--- src/rtl/forwarding_hazard_unit.sv ---
// Forwarding selects, load-use stall detection and a scoreboard for one
// multi-cycle multiply/divide unit, sitting beside the ID/EX pipeline registers.
module forwarding_hazard_unit #(
   parameter  int NUM_SRC    = 2,
   parameter  int FWD_STAGES = 2,
   parameter  int MD_LATENCY = 4,
   parameter  int AW         = 5,
   localparam int SELW       = $clog2(FWD_STAGES + 1)
) (
   input  logic                      clk,
   input  logic                      rst_n,
   input  logic [FWD_STAGES-1:0]     stg_regwrite,
   input  logic [FWD_STAGES*AW-1:0]  stg_regdst,
   input  logic [NUM_SRC*AW-1:0]     ex_src,
   input  logic [NUM_SRC*AW-1:0]     id_src,
   input  logic [NUM_SRC-1:0]        id_src_used,
   input  logic                      id_ex_memread,
   input  logic [AW-1:0]             id_ex_regdst,
   input  logic                      md_start,
   input  logic [AW-1:0]             md_regdst,
   input  logic                      id_is_md,
   output logic [NUM_SRC*SELW-1:0]   fwd_sel,
   output logic                      stall,
   output logic                      bubble,
   output logic                      md_busy,
   output logic                      md_result_valid,
   output logic [AW-1:0]             md_dst_q
);

   localparam int CNTW = $clog2(MD_LATENCY);

   typedef enum logic [1:0] {
      MD_IDLE,
      MD_BUSY,
      MD_DONE
   } md_state_t;

   md_state_t       state_q, state_d;
   logic [CNTW-1:0] cnt_q, cnt_d;
   logic [AW-1:0]   md_dst_d;
   logic            luse_match, luse;
   logic            md_match, mdh;

   // Scan from the oldest stage down so the youngest matching producer wins.
   always_comb begin
      fwd_sel = '0;
      for (int i = 0; i < NUM_SRC; i++) begin
         for (int k = FWD_STAGES - 1; k >= 0; k--) begin
            if (stg_regwrite[k] &&
                (stg_regdst[k*AW +: AW] == ex_src[i*AW +: AW]) &&
                (ex_src[i*AW +: AW] != '0)) begin
               fwd_sel[i*SELW +: SELW] = SELW'(k + 1);
            end
         end
      end
   end

   always_comb begin
      luse_match = 1'b0;
      md_match   = 1'b0;
      for (int i = 0; i < NUM_SRC; i++) begin
         if (id_src_used[i] && (id_src[i*AW +: AW] == id_ex_regdst)) begin
            luse_match = 1'b1;
         end
         if (id_src_used[i] && (id_src[i*AW +: AW] == md_dst_q)) begin
            md_match = 1'b1;
         end
      end
      luse = id_ex_memread && (id_ex_regdst != '0) && luse_match;
   end

   always_ff @(posedge clk or negedge rst_n) begin
      if (!rst_n) begin
         state_q  <= MD_IDLE;
         cnt_q    <= '0;
         md_dst_q <= '0;
      end else begin
         state_q  <= state_d;
         cnt_q    <= cnt_d;
         md_dst_q <= md_dst_d;
      end
   end

   // A start in DONE is taken like one in IDLE, so back-to-back ops leave no gap.
   always_comb begin
      state_d  = state_q;
      cnt_d    = cnt_q;
      md_dst_d = md_dst_q;
      case (state_q)
         MD_IDLE, MD_DONE: begin
            if (md_start) begin
               state_d  = MD_BUSY;
               cnt_d    = CNTW'(MD_LATENCY - 1);
               md_dst_d = md_regdst;
            end else if (state_q == MD_DONE) begin
               state_d = MD_IDLE;
            end
         end
         MD_BUSY: begin
            cnt_d = cnt_q - CNTW'(1);
            if (cnt_q == CNTW'(1)) begin
               state_d = MD_DONE;
            end
         end
         default: state_d = MD_IDLE;
      endcase
   end

   // The result is forwardable in DONE, so only BUSY can raise the MD hazard.
   always_comb begin
      md_busy         = (state_q != MD_IDLE);
      md_result_valid = (state_q == MD_DONE);
      mdh             = (state_q == MD_BUSY) &&
                        (id_is_md || (md_match && (md_dst_q != '0)));
      stall           = luse || mdh;
      bubble          = stall;
   end

endmodule

--- config.mk ---
export PLATFORM = sky130hd
export DESIGN_NAME = forwarding_hazard_unit
export DESIGN_NICKNAME = d
export VERILOG_FILES = /design/src/rtl/forwarding_hazard_unit.sv
export SDC_FILE = /design/constraint.sdc
export NUM_CORES = 1
export LEC_CHECK = 0
export ABC_AREA = 1
export BUFFER_PORTS_ARGS = -buffer_cell sky130_fd_sc_hd__buf_2
export CAP_MARGIN = 20
export CORE_MARGIN = 10
export CORE_UTILIZATION = 48
export CTS_BUF_LIST = sky130_fd_sc_hd__clkbuf_4
export CTS_CLUSTER_DIAMETER = 120
export DETAILED_ROUTE_END_ITERATION = 12
export PLACE_DENSITY = 0.88
export RECOVER_POWER = 25
export SLEW_MARGIN = 15
export SYNTH_ARGS = -nofsm -noshare
export SYNTH_HDL_FRONTEND = slang
export SYNTH_SLANG_ARGS = --single-unit
--- constraint.sdc ---
create_clock -name clk -period 1.9 [get_ports clk]
set_input_delay 0 -clock clk [delete_from_list [all_inputs] [get_ports clk]]
set_output_delay 0 -clock clk [all_outputs]
set_load 0.01 [all_outputs]
# Yosys cells after proc, flatten, opt, wreduce, memory -nomap -nowiden
# Cells that the tools add are included.
# W data, S select, Z words.
# op_classes
n_mux	14
n_eq_ne	14
n_reduce_logical	29
n_addsub	1
# op_table
operator	count
$eq A5 B5 Y1	8
$reduce_bool A5 Y1	4
$logic_and A1 B1 Y1	16
$mux W2	8
$pmux W2 S2	2
$reduce_and A2 Y1	3
$eq A2 B1 Y1 const B	2
$mux W1	4
$ne A2 B2 Y1 const B	2
$reduce_bool A2 Y1	2
$ne A3 B3 Y1 const B	1
$eq A2 B2 Y1 const B	1
$logic_not A2 Y1	1
$logic_or A1 B1 Y1	2
$reduce_or A2 Y1	1
$sub A2 B1 Y2 const B	1
# totals
reg_bits	9

# Logic depth before layout (Yosys ltp)
# Gate-level depths: netlist (run 1).
# logic_depth
depth_word	8
mapped_depth	11

# Worst setup path after synthesis (run 1)
# No wires, ideal clock.
# synth_timing
path_kind	register -> output
startpoint	register md_dst_q[1]
endpoint	output port stall
setup_slack_ns	0.727
n_path_buf	1
arrival_ns	1.173
path_stages_with_launch	12
path_cell_list	dfrtp_1 -> inv_1 -> nand2_1 -> nand2_1 -> nor2_1 -> nand3_1 -> nand2_1 -> nand2_1 -> nand2_1 -> nand2_1 -> nand2_1 -> buf_4
# synth_via
elab_chain_cells	8
# synth_rtl
item	line	rtl
start: declaration	27	output logic [AW-1:0] md_dst_q
start signal: assignment	80	md_dst_q <= md_dst_d;
$eq A5 B5 Y1	65	if (id_src_used[i] && (id_src[i*AW +: AW] == md_dst_q)) begin
$logic_and A1 B1 Y1	65	
$mux W1 (2 in series)	65	
$logic_and A1 B1 Y1 (*)	114	(id_is_md || (md_match && (md_dst_q != '0)));
$logic_or A1 B1 Y1 (*)	114	
$logic_and A1 B1 Y1 (*)	113	mdh = (state_q == MD_BUSY) &&
$logic_or A1 B1 Y1 (*)	115	stall = luse || mdh;
end: declaration	23	output logic stall,
# Every way passes the cells marked *; elsewhere a longest branch is shown, timed or not.

# Final worst setup path (run 1)
# layout_timing
startpoint	register md_dst_q[4]
endpoint	output port stall
# Same word-level chain as after synthesis.

==> impl_metrics.env, run 1 <==
export IMPL_synth_seq_cells=9
export IMPL_drc=0
export IMPL_htree_levels=1
export IMPL_port_buffers=61
export IMPL_status="finished, final reports clean"
export IMPL_power_frac_comb=0.556
export IMPL_switchingPower_uw=565
export IMPL_cts_root_buf="clkbuf_4"
export IMPL_timing_hold_ws_ns=0.225
export IMPL_cts_sinks=9
export IMPL_final_layout_size_suffix_gt1_frac=0.266
export IMPL_rsz0062_at_grt="false"
export IMPL_synth_top_area_frac=0.214
export IMPL_slew_headroom=0.677
export IMPL_first_pass_iters=4
export IMPL_row_count=16
export IMPL_crit_fanout=5
export IMPL_clk_pin_slew_worst_paths_ns=0.06
export IMPL_drtIter0Drc=54
export IMPL_grt_pass1_wl_um=5500
export IMPL_gp_congestion=0.936
export IMPL_pin_count=62
export IMPL_die_area_um2=4470
export IMPL_final_common_cell="buf_2"
export IMPL_path_class="register to output pin"
export IMPL_p_leak_uw=0.000888
export IMPL_timing_rr_start="state_q[0]"
export IMPL_endpoint_kind="output pin"
export IMPL_overflow=0
export IMPL_fin_nets=307
export IMPL_die_w_um=66.9
export IMPL_mostFrequentLayoutCells="buf_2, nand2_1, inv_1, nor2_1, dfrtp_1"
export IMPL_hold_viol_final=0
export IMPL_syn_to_final_growth_pct=39.4
export IMPL_antenna_found_initial=0
export IMPL_synth_largest_area_cell="dfrtp_1"
export IMPL_max_freq_ghz=0.678
export IMPL_p_clk_frac=0.134
export IMPL_start_kind="register"
export IMPL_numCtsBuffers=3
export IMPL_antenna_left=0
export IMPL_ys_seq_area_frac=0.214
export IMPL_initial_core_util=0.521
export IMPL_finalSetupViolCount=0
export IMPL_grt_use_total=0.150
export IMPL_maxSlewViolCount=0
export IMPL_clk_path_buf_depth=2
export IMPL_swShare=0.467
export IMPL_power_density_nw_per_um2=823
export IMPL_clk_latency_ns=0.26
export IMPL_yosys_warnings=0
export IMPL_hp_class="input pin to register"
export IMPL_hpwl_um=2840
export IMPL_synthDistinctLibCells=23
export IMPL_cts_tree="done"
export IMPL_worstMarginPinSlew_ns=0.485
export IMPL_grt_max_degree=13
export IMPL_finalCritPeriodShare=0.776
export IMPL_syn_inst=187
export IMPL_min_period_ns=1.47
export IMPL_synthTopCellsByArea="dfrtp_1, nand2_1, inv_1"
export IMPL_cts_setup_buffers=0
export IMPL_worstSetupStartpoint="md_dst_q[4]"
export IMPL_power_uw=1210
export IMPL_final_core_util=0.726
export IMPL_crit_required_ns=1.90
export IMPL_wirelength_um=3460
export IMPL_die_height_um=66.9
export IMPL_cp_arrival_ns=1.47
export IMPL_grt_pass1_vias=1314
export IMPL_p_int_uw=644
export IMPL_sequentialPowerShare=0.310
export IMPL_fin_skew_ns=0.00558
export IMPL_min_from="md_start"
export IMPL_syn_area_per_cell_um2=5.63
export IMPL_vias=1385
export IMPL_synthesis_area_um2=1050
export IMPL_timing_max_cap_violations=0
export IMPL_fin_setup_tns_ns=0
export IMPL_wl_per_cell_um=12.2
export IMPL_irDropWorstVdd_mv=0.942
export IMPL_via_per_inst=4.89
export IMPL_core_area_um2=2020
export IMPL_n_antenna_cell=0
export IMPL_syn_nets=237
## what timing repair did
action | CTS | global route
resized for setup | 0 | 0
endpoints found under the hold margin | 14 | 0
hold buffers | 6 | 0
## path summary, 6_finish.rpt
kind / to / slack [ns] / depth (start not counted)
max: stall / 0.43 / 11
min reg2reg: cnt_q[0] / 0.52 / 1
min: state_q[0] / 0.22 / 3
max reg2reg: cnt_q[0] / 0.72 / 5
max in group asynchronous: cnt_q[1] / 1.33 / 2
min in group asynchronous: state_q[1] / 0.23 / 2
## sequential cells by signal, indices dropped and copies added (netlist names)
name,count
state_q,2
cnt_q,2
md_dst_q,5
## power by group through the flow
stage	Combinational [uW]	Clock [uW]	Sequential [uW]
2_1_floorplan	406	0	383
3_3_place_gp	651	0	368
3_5_place_dp	656	0	373
4_1_cts	669	162	371
5_1_grt	770	178	384
6_report	671	162	375
## cell families after synthesis
logic type | after synthesis | synth area share
AOI/OAI and AO/OA | 26 | 0.145
xor gates and xnor gates | 12 | 0.0998
DFF | 9 | 0.214
buffers and inverters | 39 | 0.144
adders and majority gates | 1 | 0.0119
and+or+nand+nor | 100 | 0.386
## cell type report
type	count	area (um^2)
clock buffers	4	30.0
repair buffers	67	364
fillers	182	553
flip-flops and latches	9	225
well taps	27	33.8
inverters	37	139
multi-input cells	139	677
## cells in the mapped netlist, drive strengths merged
cell type,instances
o22ai,7
nand4,4
nor2,30
o21ai,6
a211oi,1
inv,37
nor3,4
nand2,53
o31ai,1
a21oi,8
o2111ai,1
ha,1
buf,2
o211ai,2
xor2,7
nand3,7
dfrtp,9
xnor2,5
or2,2
## metal layers
layer	share of wire	wire, um	vias to the layer above	track usage
met4	0.0049	17	0	0.0308
met1	0.41	1430	601	0.163
met3	0.10	361	2	0.0552
li1	-	-	724	-
met5	0	0	-	0
met2	0.48	1650	58	0.270
## worst max-delay path: stages, from the launching register on
cell and delay (ns):
dfrtp_1 0.42, inv_1 0.10, nand2_1 0.07, nand2_1 0.05, nor2_1 0.10, nand3_1 0.08
nand2_1 0.07, nand2_1 0.04, nand2_1 0.05, nand2_1 0.04, nand2_1 0.07, buf_2 0.13
## stage by stage
step | setup WS (ns) | std cells | area (um^2)
after floorplan | 0.727 | 187 | 1050
after global placement | 0.733 | 273 | 1380
after detailed placement | 0.701 | 273 | 1380
after CTS | 0.418 | 283 | 1470
after global routing | 0.219 | 283 | 1470
final | 0.425 | 283 | 1470
Power figures use the tool's default switching activity.
==> inputs of run 2 (changes only) <==
--- a/config.mk
+++ b/config.mk
@@ -9,11 +9,11 @@
 export BUFFER_PORTS_ARGS = -buffer_cell sky130_fd_sc_hd__buf_2
 export CAP_MARGIN = 20
 export CORE_MARGIN = 10
-export CORE_UTILIZATION = 48
+export CORE_UTILIZATION = 41
 export CTS_BUF_LIST = sky130_fd_sc_hd__clkbuf_4
 export CTS_CLUSTER_DIAMETER = 120
 export DETAILED_ROUTE_END_ITERATION = 12
-export PLACE_DENSITY = 0.88
+export PLACE_DENSITY = 0.8
 export RECOVER_POWER = 25
 export SLEW_MARGIN = 15
 export SYNTH_ARGS = -nofsm -noshare
==> constraint.sdc (replaced) <==
create_clock -name clk -period 1.2 [get_ports clk]
set_input_delay 0 -clock clk [delete_from_list [all_inputs] [get_ports clk]]
set_output_delay 0 -clock clk [all_outputs]
set_load 0.01 [all_outputs]
==> impl_metrics.env, run 2 (same netlist as run 1, synthesis figures left out) <==
export IMPL_first_pass_iters=4
export IMPL_reg2reg_to="md_dst_q[3]"
export IMPL_rrSetupSlack_ns=0.06
export IMPL_reg_largest_list="md_dst_q (5), cnt_q (2), state_q (2)"
export IMPL_overflow=0
export IMPL_die_height_um=70.7
export IMPL_numCtsBuffers=3
export IMPL_timing_hold_ws_ns=-0.00240
export IMPL_row_count=18
export IMPL_min_from="md_regdst[1]"
export IMPL_drtIter0Drc=70
export IMPL_holdPathEnd="md_dst_q[1]"
export IMPL_grt_max_degree=13
export IMPL_start_kind="register"
export IMPL_final_layout_size_suffix_gt1_frac=0.326
export IMPL_max_freq_ghz=0.675
export IMPL_placed_cell_area_um2=1380
export IMPL_timing_max_cap_violations=0
export IMPL_clk_pin_slew_worst_paths_ns=0.06
export IMPL_core_area_um2=2450
export IMPL_worstMarginPinSlew_ns=0.479
export IMPL_finalCritPeriodShare=1.23
export IMPL_wl_per_cell_um=12.3
export IMPL_finalInstanceArea_um2=1530
export IMPL_cts_root_buf="clkbuf_4"
export IMPL_cts_sinks=9
export IMPL_min_path_cells=3
export IMPL_via_per_inst=4.81
export IMPL_crit_required_ns=1.20
export IMPL_power_density_nw_per_um2=1400
export IMPL_cp_arrival_ns=1.48
export IMPL_setup_slack_ns=-0.282
export IMPL_gp_congestion=0.900
export IMPL_mostFrequentLayoutCells="buf_2, nand2_1, inv_1, nor2_1"
export IMPL_endpoint_kind="output pin"
export IMPL_fin_nets=312
export IMPL_grt_use_total=0.141
export IMPL_crit_fanout=5
export IMPL_htree_levels=1
export IMPL_timing_rr_start="md_dst_q[3]"
export IMPL_violations="negative hold slack, negative setup slack"
export IMPL_power_uw=2130
export IMPL_grt_pass1_vias=1433
export IMPL_initial_core_util=0.429
export IMPL_finalSetupViolCount=2
export IMPL_pin_count=62
export IMPL_die_w_um=70.7
export IMPL_rsz0062_at_grt="true"
export IMPL_slew_headroom=0.680
export IMPL_n_antenna_cell=0
export IMPL_p_leak_uw=0.000911
export IMPL_syn_to_final_growth_pct=45.2
export IMPL_fin_skew_ns=0.00354
export IMPL_final_common_cell="buf_2"
export IMPL_hold_viol_final=1
export IMPL_wirelength_um=3590
export IMPL_hpwl_um=2910
export IMPL_antenna_left=0
export IMPL_min_period_ns=1.48
export IMPL_die_area_um2=5000
export IMPL_ff2ff_path_depth=6
export IMPL_top_register="md_dst_q"
export IMPL_antenna_found_initial=0
export IMPL_hp_class="input pin to register"
export IMPL_clk_path_buf_depth=2
export IMPL_grt_pass1_wl_um=6130
export IMPL_vias=1399
export IMPL_status="complete, but fails checks"
export IMPL_path_class="register to output pin"
export IMPL_drc=0
export IMPL_largest_reg_flops=5
export IMPL_port_buffers=61
export IMPL_clk_latency_ns=0.26
export IMPL_maxSlewViolCount=0
export IMPL_irDropWorstVdd_mv=1.33
export IMPL_cts_tree="done"
==> run 2: cell count changes in the layout (fill, tap and decap cells not counted), sizes merged <==
cell / delta
dlygate4sd3: -1
buf: +6
==> run 2: stage by stage <==
| stage | TNS, ns | std cells | worst slack (ns) | hold slack [ns] | utilization |
|---|---|---|---|---|---|
| 6_report | -0.561 | 291 | -0.282 | -0.00240 | 0.623 |
| 2_1_floorplan | 0 | 187 | 0.0269 | -0.296 | - |
| 3_3_place_gp | 0 | 276 | 0.0433 | -0.141 | 0.564 |
| 4_1_cts | -0.673 | 293 | -0.253 | 0.000124 | 0.622 |
| 5_1_grt | -0.871 | 291 | -0.414 | 0.0466 | 0.623 |
| 3_5_place_dp | 0 | 276 | 0.00862 | -0.142 | 0.564 |
==> run 2: repair_timing <==
item / 4_1_cts / 5_1_grt
buffers inserted: 8 / 0
gates resized for setup: 3 / 9
endpoints found under the hold margin: 13 / 0
endpoints found under the setup margin: 2 / 7
pin swaps: 3 / 1
hold buffers: 5 / 0
==> run 2: worst max path at each step <==
stage,slack [ns],from,endpoint
after detailed placement,0.009,md_dst_q[4],bubble
after CTS,-0.25,md_dst_q[4],bubble
final,-0.28,md_dst_q[4],bubble
after global placement,0.04,md_dst_q[3],stall
after global routing,-0.41,md_dst_q[4],bubble
after floorplan,0.03,md_dst_q[1],stall
==> run 2: area by class of cell <==
cell class,count,area [um^2]
Multi-Input combinational cell,139,693
Tap cell,30,37.5
Sequential cell,9,228
Inverter,37,139
Timing Repair Buffer,72,403
Fill cell,262,925
Clock buffer,4,30.0
==> run 2: power breakdown <==
group | total (uW) | switching [uW] | leakage [uW] | internal, uW
clock | 259 | 109 | 0.0000184 | 151
combinational | 1280 | 716 | 0.000792 | 561
sequential | 598 | 143 | 0.000100 | 455
==> run 2: worst max-delay path, stage by stage (launching register included) <==
cell	delay [ns]
dfrtp_1	0.42
inv_2	0.08
nand2_2	0.07
nand2_2	0.05
nor2_2	0.09
nand3_1	0.09
nand2_1	0.07
nand2_1	0.04
nand2_1	0.05
nand2_1	0.06
nand2_1	0.08
buf_2	0.13
==> run 2: per-layer routing <==
metal  wire length, um  track usage
met5                 0            0
met4                67       0.0581
met3               387       0.0516
met2              1660        0.232
met1              1480        0.160
==> inputs of run 3 (changes only) <==
==> constraint.sdc (replaced) <==
create_clock -name clk -period 1.2 [get_ports clk]
set_input_delay 0.06 -clock clk [delete_from_list [all_inputs] [get_ports clk]]
set_output_delay 0.06 -clock clk [all_outputs]
set_load 0.01 [all_outputs]
==> impl_metrics.env, run 3 (same netlist as run 1, synthesis figures left out) <==
export IMPL_overflow=0
export IMPL_antenna_left=0
export IMPL_cts_tree="done"
export IMPL_timing_max_cap_violations=0
export IMPL_fin_cells=286
export IMPL_endpoint="bubble"
export IMPL_rrSetupSlack_ns=0.14
export IMPL_power_uw=2090
export IMPL_grt_max_degree=13
export IMPL_max_freq_ghz=0.687
export IMPL_worstMarginPinSlew_ns=0.458
export IMPL_syn_to_final_growth_pct=41.8
export IMPL_grt_pass1_vias=1385
export IMPL_rsz0062_at_grt="true"
export IMPL_die_area_um2=5000
export IMPL_path_delay_family="simple AND/OR/NAND/NOR gates"
export IMPL_clk_pin_slew_worst_paths_ns=0.06
export IMPL_vias=1307
export IMPL_slew_headroom=0.695
export IMPL_die_w_um=70.7
export IMPL_maxSlewViolCount=0
export IMPL_reg2reg_to="cnt_q[0]"
export IMPL_irDropWorstVdd_mv=1.27
export IMPL_status="complete, but fails checks"
export IMPL_clk_latency_ns=0.25
export IMPL_p_leak_uw=0.000891
export IMPL_port_buffers=61
export IMPL_ff2ff_path_depth=5
export IMPL_wirelength_um=3260
export IMPL_grt_use_total=0.135
export IMPL_drt_met1_wl_um=1420
export IMPL_antenna_found_initial=0
export IMPL_crit_required_ns=1.14
export IMPL_largest_reg_flops=5
export IMPL_routed_top_layer="met4"
export IMPL_min_period_ns=1.46
export IMPL_pin_count=62
export IMPL_clk_path_buf_depth=2
export IMPL_placedCellCount=278
export IMPL_worstSetupStartpoint="md_dst_q[1]"
export IMPL_wl_per_cell_um=11.4
export IMPL_grt_pass1_wl_um=6020
export IMPL_final_layout_size_suffix_gt1_frac=0.324
export IMPL_fin_skew_ns=0.00587
export IMPL_power_density_nw_per_um2=1400
export IMPL_fin_nets=307
export IMPL_reg_largest_list="md_dst_q (5), cnt_q (2), state_q (2)"
export IMPL_gp_congestion=0.907
export IMPL_n_antenna_cell=0
export IMPL_initial_core_util=0.429
export IMPL_numCtsBuffers=3
export IMPL_hold_viol_final=0
export IMPL_drc=0
export IMPL_path_cells="inv_2, nand2_1, nand2_1, nor2_1, nand3_1, nand2_1, nand2_1, nand2_1, nand2_2, nand2_2, buf_6"
export IMPL_core_area_um2=2450
export IMPL_timing_rr_start="state_q[0]"
export IMPL_slowest_stage="dfrtp_1"
export IMPL_crit_fanout=4
export IMPL_drtIter0Drc=58
export IMPL_row_count=18
export IMPL_cp_num_buf_inv=2
export IMPL_via_per_inst=4.57
export IMPL_critPathMaxStageDelay_ns=0.40
export IMPL_fin_setup_tns_ns=-0.510
export IMPL_hpwl_um=2890
export IMPL_cts_root_buf="clkbuf_4"
export IMPL_wl_met3_um=186
export IMPL_met2_wirelength_um=1640
export IMPL_die_height_um=70.7
export IMPL_finalSetupViolCount=2
export IMPL_mostFrequentLayoutCells="buf_2, nand2_1, inv_1, nor2_1"
export IMPL_path_class="register to output pin"
export IMPL_htree_levels=1
export IMPL_setup_slack_ns=-0.255
export IMPL_first_pass_iters=4
export IMPL_final_common_cell="buf_2"
export IMPL_cts_sinks=9
export IMPL_start_kind="register"
export IMPL_worst_path_stages=11
export IMPL_finalCritPeriodShare=1.21
export IMPL_endpoint_kind="output pin"
export IMPL_hp_class="input pin to register"
export IMPL_top_register="md_dst_q"
export IMPL_violations="negative setup slack"
export IMPL_cpMostUsedCell="nand2_1"
export IMPL_cp_arrival_ns=1.40
-- run 3: changes by cell type in the layout (fill, tap and decap cells not counted) --
cell | previous run | this run
buf_2 | 60 | 58
nor2_1 | 27 | 28
buf_6 | 1 | 2
nor2_2 | 3 | 1
nor2_4 | 0 | 1
dlygate4sd3_1 | 5 | 1
-- run 3: metrics by stage --
step	utilization	hold WS (ns)	setup slack, ns	cell area [um^2]
2_1_floorplan	-	-0.236	0.00692	1060
6_report	0.609	0.0610	-0.255	1490
3_5_place_dp	0.571	-0.0804	-0.0164	1400
5_1_grt	0.609	0.0594	-0.427	1490
3_3_place_gp	0.571	-0.0828	-0.000490	1400
4_1_cts	0.612	0.0571	-0.273	1500
-- run 3: area by class of cell --
| class | count | area, um^2 |
|---|---|---|
| fillers | 266 | 961 |
| inverters | 37 | 139 |
| flip-flops and latches | 9 | 228 |
| repair buffers | 67 | 364 |
| multi-input cells | 139 | 696 |
| clock buffers | 4 | 30.0 |
| well taps | 30 | 37.5 |
-- run 3: repair_timing --
| action | 4_1_cts | 5_1_grt |
|---|---|---|
| resized for setup | 5 | 6 |
| endpoints found under the hold margin | 9 | 0 |
| cloned | 0 | 0 |
| pin swaps | 4 | 4 |
| buffers inserted | 6 | 1 |
| hold buffers | 1 | 0 |
| setup endpoints to repair | 2 | 5 |
-- run 3: layer usage --
layer  global-route usage  vias to the layer above
li1                     -                      724
met1                0.161                      556
met2                0.247                       25
met3               0.0265                        2
met4               0.0194                        0
met5                    0                        -
-- run 3: power breakdown --
part	total [uW]	internal, uW	switching, uW
combinational	1250	561	685
sequential	601	456	145
clock	244	150	93.8
total	2090	1170	924
-- run 3: how the worst min path moves through the flow --
stage            startpoint     endpoint  slack (ns)  cells after the start
6_report       md_regdst[1]  md_dst_q[1]        0.06                      3
5_1_grt        md_regdst[4]  md_dst_q[4]        0.06                      3
4_1_cts        md_regdst[1]  md_dst_q[1]        0.06                      3
3_5_place_dp          rst_n   state_q[0]       -0.08                      1
3_3_place_gp          rst_n   state_q[0]       -0.08                      1
2_1_floorplan         rst_n     cnt_q[0]       -0.24                      0
-- run 3: worst min-delay path: stages --
cell and delay, ns:
buf_2 0.08, nor2_1 0.03, a21oi_1 0.10
